## config.mk

```make
export PLATFORM = sky130hd
export DESIGN_NAME = pipe_hazard_ctrl
export DESIGN_NICKNAME = d
export VERILOG_FILES = /design/src/rtl/pipe_hazard_pkg.sv /design/src/rtl/pipe_hazard_ctrl_hazard_cmp.sv /design/src/rtl/pipe_hazard_ctrl.sv
export SDC_FILE = /design/constraint.sdc
export NUM_CORES = 1
export LEC_CHECK = 0
export CORE_UTILIZATION = 44
export DETAILED_ROUTE_END_ITERATION = 7
export GPL_TIMING_DRIVEN = 0
export PLACE_DENSITY = 0.82
export SYNTH_ARGS = -nofsm -noshare
export SYNTH_HDL_FRONTEND = slang
export SYNTH_SLANG_ARGS = --single-unit
```

## constraint.sdc

```tcl
create_clock -name clk_i -period 7.03 [get_ports clk_i]
set_input_delay 2.109 -clock clk_i [delete_from_list [all_inputs] [get_ports clk_i]]
set_output_delay 2.109 -clock clk_i [all_outputs]
set_load 0.005 [all_outputs]
```

## src/rtl/pipe_hazard_pkg.sv

```systemverilog
// Shared types and constants for the pipeline hazard controller and its
// operand-compare helpers.
package pipe_hazard_pkg;

    localparam int REG_W = 5;
    localparam logic [REG_W-1:0] ZERO_REG = '0;

    typedef enum logic [1:0] {
        RUN      = 2'd0,
        LU_STALL = 2'd1,
        ERROR    = 2'd3
    } state_e;

endpackage

```

## src/rtl/pipe_hazard_ctrl_hazard_cmp.sv

```systemverilog
// Load-use hazard detector: flags an ID source operand that matches the
// destination of a load currently in EX.
module hazard_cmp
    import pipe_hazard_pkg::*;
(
    input  logic [REG_W-1:0] id_rs_i,
    input  logic [REG_W-1:0] id_rt_i,
    input  logic             id_uses_rt_i,
    input  logic             ex_mem_rd_i,
    input  logic [REG_W-1:0] ex_rt_i,
    output logic             lu_hit_o
);

    logic rs_match;
    logic rt_match;

    assign rs_match = (ex_rt_i == id_rs_i);
    assign rt_match = id_uses_rt_i & (ex_rt_i == id_rt_i);

    // r0 is hard-wired zero, so a load targeting it never creates a dependency
    assign lu_hit_o = ex_mem_rd_i & (ex_rt_i != ZERO_REG) & (rs_match | rt_match);

endmodule

```

## src/rtl/pipe_hazard_ctrl.sv

```systemverilog
// PC / IF-ID sequencing for the 5-stage core: load-use stalls, branch flushes,
// memory freezes and a memory-stall watchdog. Optional perf counters: PIPE_HAZARD_CTRL_PERF_EN.
module pipe_hazard_ctrl
    import pipe_hazard_pkg::*;
#(
    parameter int LU_CYCLES = 1,
    parameter int MAX_WAIT  = 256,
    parameter int WAIT_W    = 9,
    parameter int PERF_W    = 32
) (
    input  logic             clk_i,
    input  logic             rst_i,
    input  logic [REG_W-1:0] id_rs_i,
    input  logic [REG_W-1:0] id_rt_i,
    input  logic             id_uses_rt_i,
    input  logic             ex_mem_rd_i,
    input  logic [REG_W-1:0] ex_rt_i,
    input  logic             br_taken_i,
    input  logic             mem_stall_i,
    output logic             pc_wr_o,
    output logic             if_id_wr_o,
    output logic             if_id_flush_o,
    output logic             id_ex_bubble_o,
    output logic             pipe_freeze_o,
    output logic             wd_err_o,
    output logic [1:0]       state_o
`ifdef PIPE_HAZARD_CTRL_PERF_EN
    ,
    output logic [PERF_W-1:0] lu_stall_cnt_o,
    output logic [PERF_W-1:0] flush_cnt_o,
    output logic [PERF_W-1:0] mem_wait_cnt_o
`endif
);

    localparam bit               WD_EN   = (MAX_WAIT != 0);
    localparam logic [WAIT_W-1:0] WD_LAST = WD_EN ? WAIT_W'(MAX_WAIT - 1) : '0;
    // First LU_STALL cycle follows the RUN cycle that saw the hit
    localparam logic [1:0]        LU_INIT = (LU_CYCLES > 1) ? 2'(LU_CYCLES - 2) : 2'd0;

    state_e            state_q, state_d;
    logic [1:0]        lu_cnt_q, lu_cnt_d;
    logic [WAIT_W-1:0] wait_cnt_q, wait_cnt_d;

    logic lu_hit;
    logic stall;
    logic frozen;

    hazard_cmp u_hazard_cmp (
        .id_rs_i      (id_rs_i),
        .id_rt_i      (id_rt_i),
        .id_uses_rt_i (id_uses_rt_i),
        .ex_mem_rd_i  (ex_mem_rd_i),
        .ex_rt_i      (ex_rt_i),
        .lu_hit_o     (lu_hit)
    );

    assign stall  = (state_q == LU_STALL) | ((state_q == RUN) & lu_hit);
    assign frozen = (state_q == ERROR) | mem_stall_i;

    always_comb begin
        state_d    = state_q;
        lu_cnt_d   = lu_cnt_q;
        wait_cnt_d = '0;

        if (mem_stall_i) begin
            wait_cnt_d = (wait_cnt_q == '1) ? wait_cnt_q : wait_cnt_q + 1'b1;
        end

        if (state_q != ERROR) begin
            if (WD_EN && mem_stall_i && (wait_cnt_q == WD_LAST)) begin
                state_d = ERROR;
            end else if (!mem_stall_i) begin
                if (state_q == LU_STALL) begin
                    if (lu_cnt_q == 2'd0) begin
                        state_d = RUN;
                    end else begin
                        lu_cnt_d = lu_cnt_q - 2'd1;
                    end
                end else if (lu_hit && (LU_CYCLES > 1)) begin
                    state_d  = LU_STALL;
                    lu_cnt_d = LU_INIT;
                end
            end
        end
    end

    always_ff @(posedge clk_i or negedge rst_i) begin
        if (!rst_i) begin
            state_q    <= RUN;
            lu_cnt_q   <= '0;
            wait_cnt_q <= '0;
        end else begin
            state_q    <= state_d;
            lu_cnt_q   <= lu_cnt_d;
            wait_cnt_q <= wait_cnt_d;
        end
    end

    always_comb begin
        pc_wr_o        = 1'b1;
        if_id_wr_o     = 1'b1;
        if_id_flush_o  = 1'b0;
        id_ex_bubble_o = 1'b0;
        pipe_freeze_o  = 1'b0;

        if (!rst_i) begin
            pc_wr_o        = 1'b0;
            if_id_wr_o     = 1'b0;
            if_id_flush_o  = 1'b1;
            id_ex_bubble_o = 1'b1;
        end else if (frozen) begin
            pc_wr_o       = 1'b0;
            if_id_wr_o    = 1'b0;
            pipe_freeze_o = 1'b1;
        end else if (stall) begin
            // A branch seen here is dropped; ID re-resolves it once the stall ends
            pc_wr_o        = 1'b0;
            if_id_wr_o     = 1'b0;
            id_ex_bubble_o = 1'b1;
        end else if (br_taken_i) begin
            if_id_flush_o = 1'b1;
        end
    end

    assign wd_err_o = (state_q == ERROR);
    assign state_o  = state_q;

`ifdef PIPE_HAZARD_CTRL_PERF_EN
    logic [2:0]             perf_evt;
    logic [PERF_W-1:0]      perf_q [3];
    logic [PERF_W-1:0]      perf_d [3];

    assign perf_evt[0] = rst_i & ~frozen & stall;
    assign perf_evt[1] = rst_i & ~frozen & ~stall & br_taken_i;
    assign perf_evt[2] = rst_i & frozen;

    generate
        for (genvar gi = 0; gi < 3; gi++) begin : g_perf
            always_comb begin
                perf_d[gi] = perf_q[gi];
                if (perf_evt[gi] && (perf_q[gi] != '1)) begin
                    perf_d[gi] = perf_q[gi] + 1'b1;
                end
            end

            always_ff @(posedge clk_i or negedge rst_i) begin
                if (!rst_i) begin
                    perf_q[gi] <= '0;
                end else begin
                    perf_q[gi] <= perf_d[gi];
                end
            end
        end
    endgenerate

    assign lu_stall_cnt_o = perf_q[0];
    assign flush_cnt_o    = perf_q[1];
    assign mem_wait_cnt_o = perf_q[2];
`endif

endmodule
```

# == Yosys cells after proc, flatten, opt, wreduce, memory -nomap -nowiden ==
# Cells that the tools add are included.
# totals
register_bits,13
in_bits,21
out_inout_bits,8
wordCells,50
# classes
n_addsub,2
eq_ne,9
mux,18
bitwise,10
n_reduce_logical,8
# op_table
cell,n
$mux 9,2
$mux 1,12
$eq 5x5->1,2
$add 9x1->9 const B,1
$eq 9x8->1 const B,1
$eq 9x9->1 const B,1
$mux 2,4
$reduce_and 5->1,1
$reduce_bool 5->1,1
$and 1x1->1,4
$logic_not 2->1,2
$ne 2x2->1 const B,2
$reduce_and 4->1,1
$reduce_bool 2->1,2
$not 1->1,3
$or 1x1->1,3
$eq 2x1->1 const B,1
$eq 2x2->1 const B,1
$ne 2x1->1 const B,1
$sub 2x1->2 const B,1
$logic_and 1x1->1,1

# == Depth between registers and ports, before layout ==
# logic_depth
depth_word,9
mapped_depth,8
mapped_depth_nobuf,7

# == Hierarchy ==
# Synthesis repeated with hierarchy kept, for this count alone.
# unflattened
cells_unflattened,76
area_unflattened_um2,719.4
# by_module_without_submodules
module,instances,cells_each,area_each_um2,seq_area_each_um2
pipe_hazard_ctrl,1,59,586.8,250.2
hazard_cmp,1,17,132.6,0.0

# == Least setup slack after synthesis ==
# OpenSTA, ideal clock, no wires.
# synth_timing
kind,input to output
start,in ex_rt_i[1]
end,out pc_wr_o
arrival_time_ns,3.120
required_time_ns,4.921
setup_slack_ns,1.801
path_stages,5
n_path_buf,1
cell_sequence,or4_1 > nor2_1 > nor3b_1 > a21oi_1 > buf_4
# synth_via
elab_chain_len,9
elab_cells_between_ends,12
cone_classes,eq/ne (2); mux (3); bitwise (6); reduce/logical (1)
# synth_rtl
item,line,source
start: declaration,pipe_hazard_ctrl.sv:17,"input logic [REG_W-1:0] ex_rt_i,"
$eq 5x5->1,pipe_hazard_ctrl_hazard_cmp.sv:18,assign rt_match = id_uses_rt_i & (ex_rt_i == id_rt_i);
$and 1x1->1,pipe_hazard_ctrl_hazard_cmp.sv:18,
$or 1x1->1,pipe_hazard_ctrl_hazard_cmp.sv:21,assign lu_hit_o = ex_mem_rd_i & (ex_rt_i != ZERO_REG) & (rs_match | rt_match);
$and 1x1->1 *,pipe_hazard_ctrl_hazard_cmp.sv:21,
$and 1x1->1 *,pipe_hazard_ctrl.sv:57,assign stall = (state_q == LU_STALL) | ((state_q == RUN) & lu_hit);
$or 1x1->1 *,pipe_hazard_ctrl.sv:57,
$mux 1 * (3 in series),-,
end: declaration,pipe_hazard_ctrl.sv:20,"output logic pc_wr_o,"
# Every way passes the cells marked *; elsewhere a longest branch is shown, timed or not.

# == Worst setup path after layout ==
# layout_timing
start,in ex_rt_i[1]
end,out pc_wr_o
# layout_via
elab_chain_len,9
elab_cells_between_ends,12
cone_classes,eq/ne (2); mux (3); bitwise (6); reduce/logical (1)
# layout_rtl
item,line,source
$eq 5x5->1,pipe_hazard_ctrl_hazard_cmp.sv:18,
$and 1x1->1,pipe_hazard_ctrl_hazard_cmp.sv:18,
$or 1x1->1,pipe_hazard_ctrl_hazard_cmp.sv:21,
$and 1x1->1 *,pipe_hazard_ctrl_hazard_cmp.sv:21,
$and 1x1->1 *,pipe_hazard_ctrl.sv:57,
$or 1x1->1 *,pipe_hazard_ctrl.sv:57,
$mux 1 *,pipe_hazard_ctrl.sv:115,end else if (stall) begin
$mux 1 *,pipe_hazard_ctrl.sv:111,end else if (frozen) begin
$mux 1 *,pipe_hazard_ctrl.sv:106,if (!rst_i) begin
# Marks and branches as above.

==> out/results.ini <==
[cts]
path_clk_slew_ps=60
clockBufferDepth=2
cts_resized=0
cts.sinks=10
cts_setup_buffers=0
cts_tree=done
clk_latency_ps=260
holdBufCountCts=0
cts_buffers=3
htreeDepth=1
clk_root_buffer_cell=clkbuf_4

[yosys]
synth-seq-area-share_pct=36.4
yosysTopAreaCell=dfrtp_1
syn_nets=101
synthArstFlopShare_pct=100
synth-main-ff-cell=dfrtp_1
netlist_area_um2=687
syn_area_per_cell_um2=8.92
synthTopCellsByCount=15 x xnor2_1, 14 x nor2_1, 10 x dfrtp_1
yosysWarnings=0
synth_fa_ha_area_share_pct=5.46
synthTopCellsByArea=dfrtp_1 36%, xnor2_1 19%, nor2_1 7.7%, ha_1 5.5%, buf_4 3.3%
synth-xor-area-share_pct=21.7
synth_mux_area_share_pct=1.46
post-synth-top-count-cell=xnor2_1
synth_edf_count=0
synth_top_area_share_pct=36.4
synthCells=77
synth_top_family_by_area=XOR/XNOR gates
synth_cell_type_count=24
yosys.area_share.simple_pct=20.0
ys_seq_elements=10
synth-compound-area-share_pct=9.29

[route]
vias=644
drt-total-wl_um=1580
wire_per_inst_um=12.8
drt_iter0_markers=11
detail_route.vias_per_cell=5.24
drc=0
firstDrtPassIters=5
ant_nets=0

[cells_and_area]
diodes=0
finalNetCount=134
synthToLayoutAreaGrowth_pct=46.8
seq_area_um2=250
layout-drive-gt1-share_pct=6.48
multi_input_area_um2=398
fillCellCount=112
stdcell_count=123

[die]
die_h_um=41.5
die-area_mm2=0.00172
initial_utilization_pct=49.7
rows=13
core_area_mm2=0.00138
ios=29
chipWidth_um=41.5

[sta]
skew_ps=6.04
grt_setup_unrepaired=false
slew_viol_final=0
setup_violations=0
final-hold-violation-count=0
clock.fmax_ghz=0.161
period_minus_slack_ps=6220
worstMarginPinSlew_ps=526
slew_headroom_pct=64.8
tns_ps=0
finalCritPeriodShare_pct=88.5
hold_ws_ps=551

[placed_design]
place_congestion=0.758
port_buffers=28
placed_cells=120

[worst_setup_path]
critPathRequiredTime_ps=4920
critPathMaxFanout=3
worstReg2RegEnd=wait_cnt_q[6]
arrival_ps=4110
r2r_cells=8
cp-startpoint=ex_rt_i[1]
crit_type=input pin to primary output
cp-end-kind=primary output
r2r-start=wait_cnt_q[0]
start_kind=input pin
ff2ff_setup_slack_ps=5170

[hold_path]
min_to=wait_cnt_q[8]
hold_start=wait_cnt_q[8]
hold_depth=2
hold_path.class=register to register

[power]
power.density_mw_per_mm2=129
leakage_nw=0.419
ir_drop_uv=88.3

[global_routing]
grt_pass1_vias=579
grt_pass1_wl_um=2580
grt_max_degree=14
grt_overflow=0
antenna_found_initial=0
grt.total_usage_pct=19.1

[outcome]
outcome=completed

[flow_run]
maxCapViolations=0

[final cells by class]
type | count | share of cell area, %
Timing Repair Buffer | 28 | 27.8
Clock buffer | 3 | 2.23
Sequential cell | 10 | 24.8
Tap cell | 15 | 1.86
Multi-Input combinational cell | 60 | 39.5
Buffer | 4 | 2.73
Inverter | 3 | 1.12
[critical path: stages]
cell and delay, ps:
clkdlybuf4s50_1 470, or4_1 540, nor2_1 100, nor3b_1 80, a21oi_1 200, buf_4 130
clkdlybuf4s50_1 480
[cell families (layout without fill, tap and decap cells)]
kind of cell / after synthesis / after routing
AND/OR/NAND/NOR: 29 / 29
XOR/XNOR: 17 / 17
AO/OA/AOI/OAI: 10 / 10
flip-flops: 10 / 10
buffers and inverters: 7 / 38
adder cells (fa/ha/maj): 3 / 3
multiplexers: 1 / 1
[metal layers]
metal / track usage, % / up-vias / share of wire, %
li1: - / 323 / -
met1: 27.7 / 305 / 46
met2: 27.8 / 12 / 48
met3: 5.22 / 4 / 3.6
met4: 5.81 / 0 / 2.3
met5: 0 / - / 0
[stage by stage]
stage | cell area (um^2) | util, % | power [W] | setup slack, ps
2_1_floorplan | 687 | - | 0.0000738 | 1800
5_1_grt | 1010 | 72.9 | 0.000137 | 725
3_5_place_dp | 986 | 71.3 | 0.0000935 | 806
3_3_place_gp | 986 | 71.3 | 0.0000926 | 812
6_report | 1010 | 72.9 | 0.000130 | 810
4_1_cts | 1010 | 72.9 | 0.000132 | 806
[placed cells by master, fill, tap and decap left out]
master and count:
nand3_1 3, nor3b_1 1, buf_2 1, a21oi_1 4, or4_1 1, nand2_1 5
ha_1 3, nand4_1 2, xnor2_1 15, a21o_1 1, dfrtp_1 10, nor2_1 14
nand4b_1 1, nor2b_1 1, buf_4 3, a31o_1 1, o22ai_1 1, a211oi_1 2
clkdlybuf4s50_1 28, clkbuf_4 3, nor4b_1 1, xor2_1 2, clkinv_1 1, a31oi_1 1
mux2i_1 1, inv_1 2
[power breakdown]
group | switching [W] | internal (W)
logic | 0.0000119 | 0.0000200
registers | 0.00000140 | 0.0000590
clock network | 0.0000183 | 0.0000197
[how the worst max path moves through the flow]
| stage | end | slack, ps | depth (start not counted) |
|---|---|---|---|
| finish | pc_wr_o | 810 | 7 |
| global route | pc_wr_o | 720 | 7 |
| global placement | pc_wr_o | 810 | 7 |
| floorplan | pc_wr_o | 1800 | 5 |
| CTS | pc_wr_o | 810 | 7 |
| detailed placement | pc_wr_o | 810 | 7 |
[state kept, by name, indices dropped and copies added, names as in the netlist]
| name | flops |
|---|---|
| state_o | 1 |
| wait_cnt_q | 9 |
Note: power is estimated with default switching activity, not from simulation.
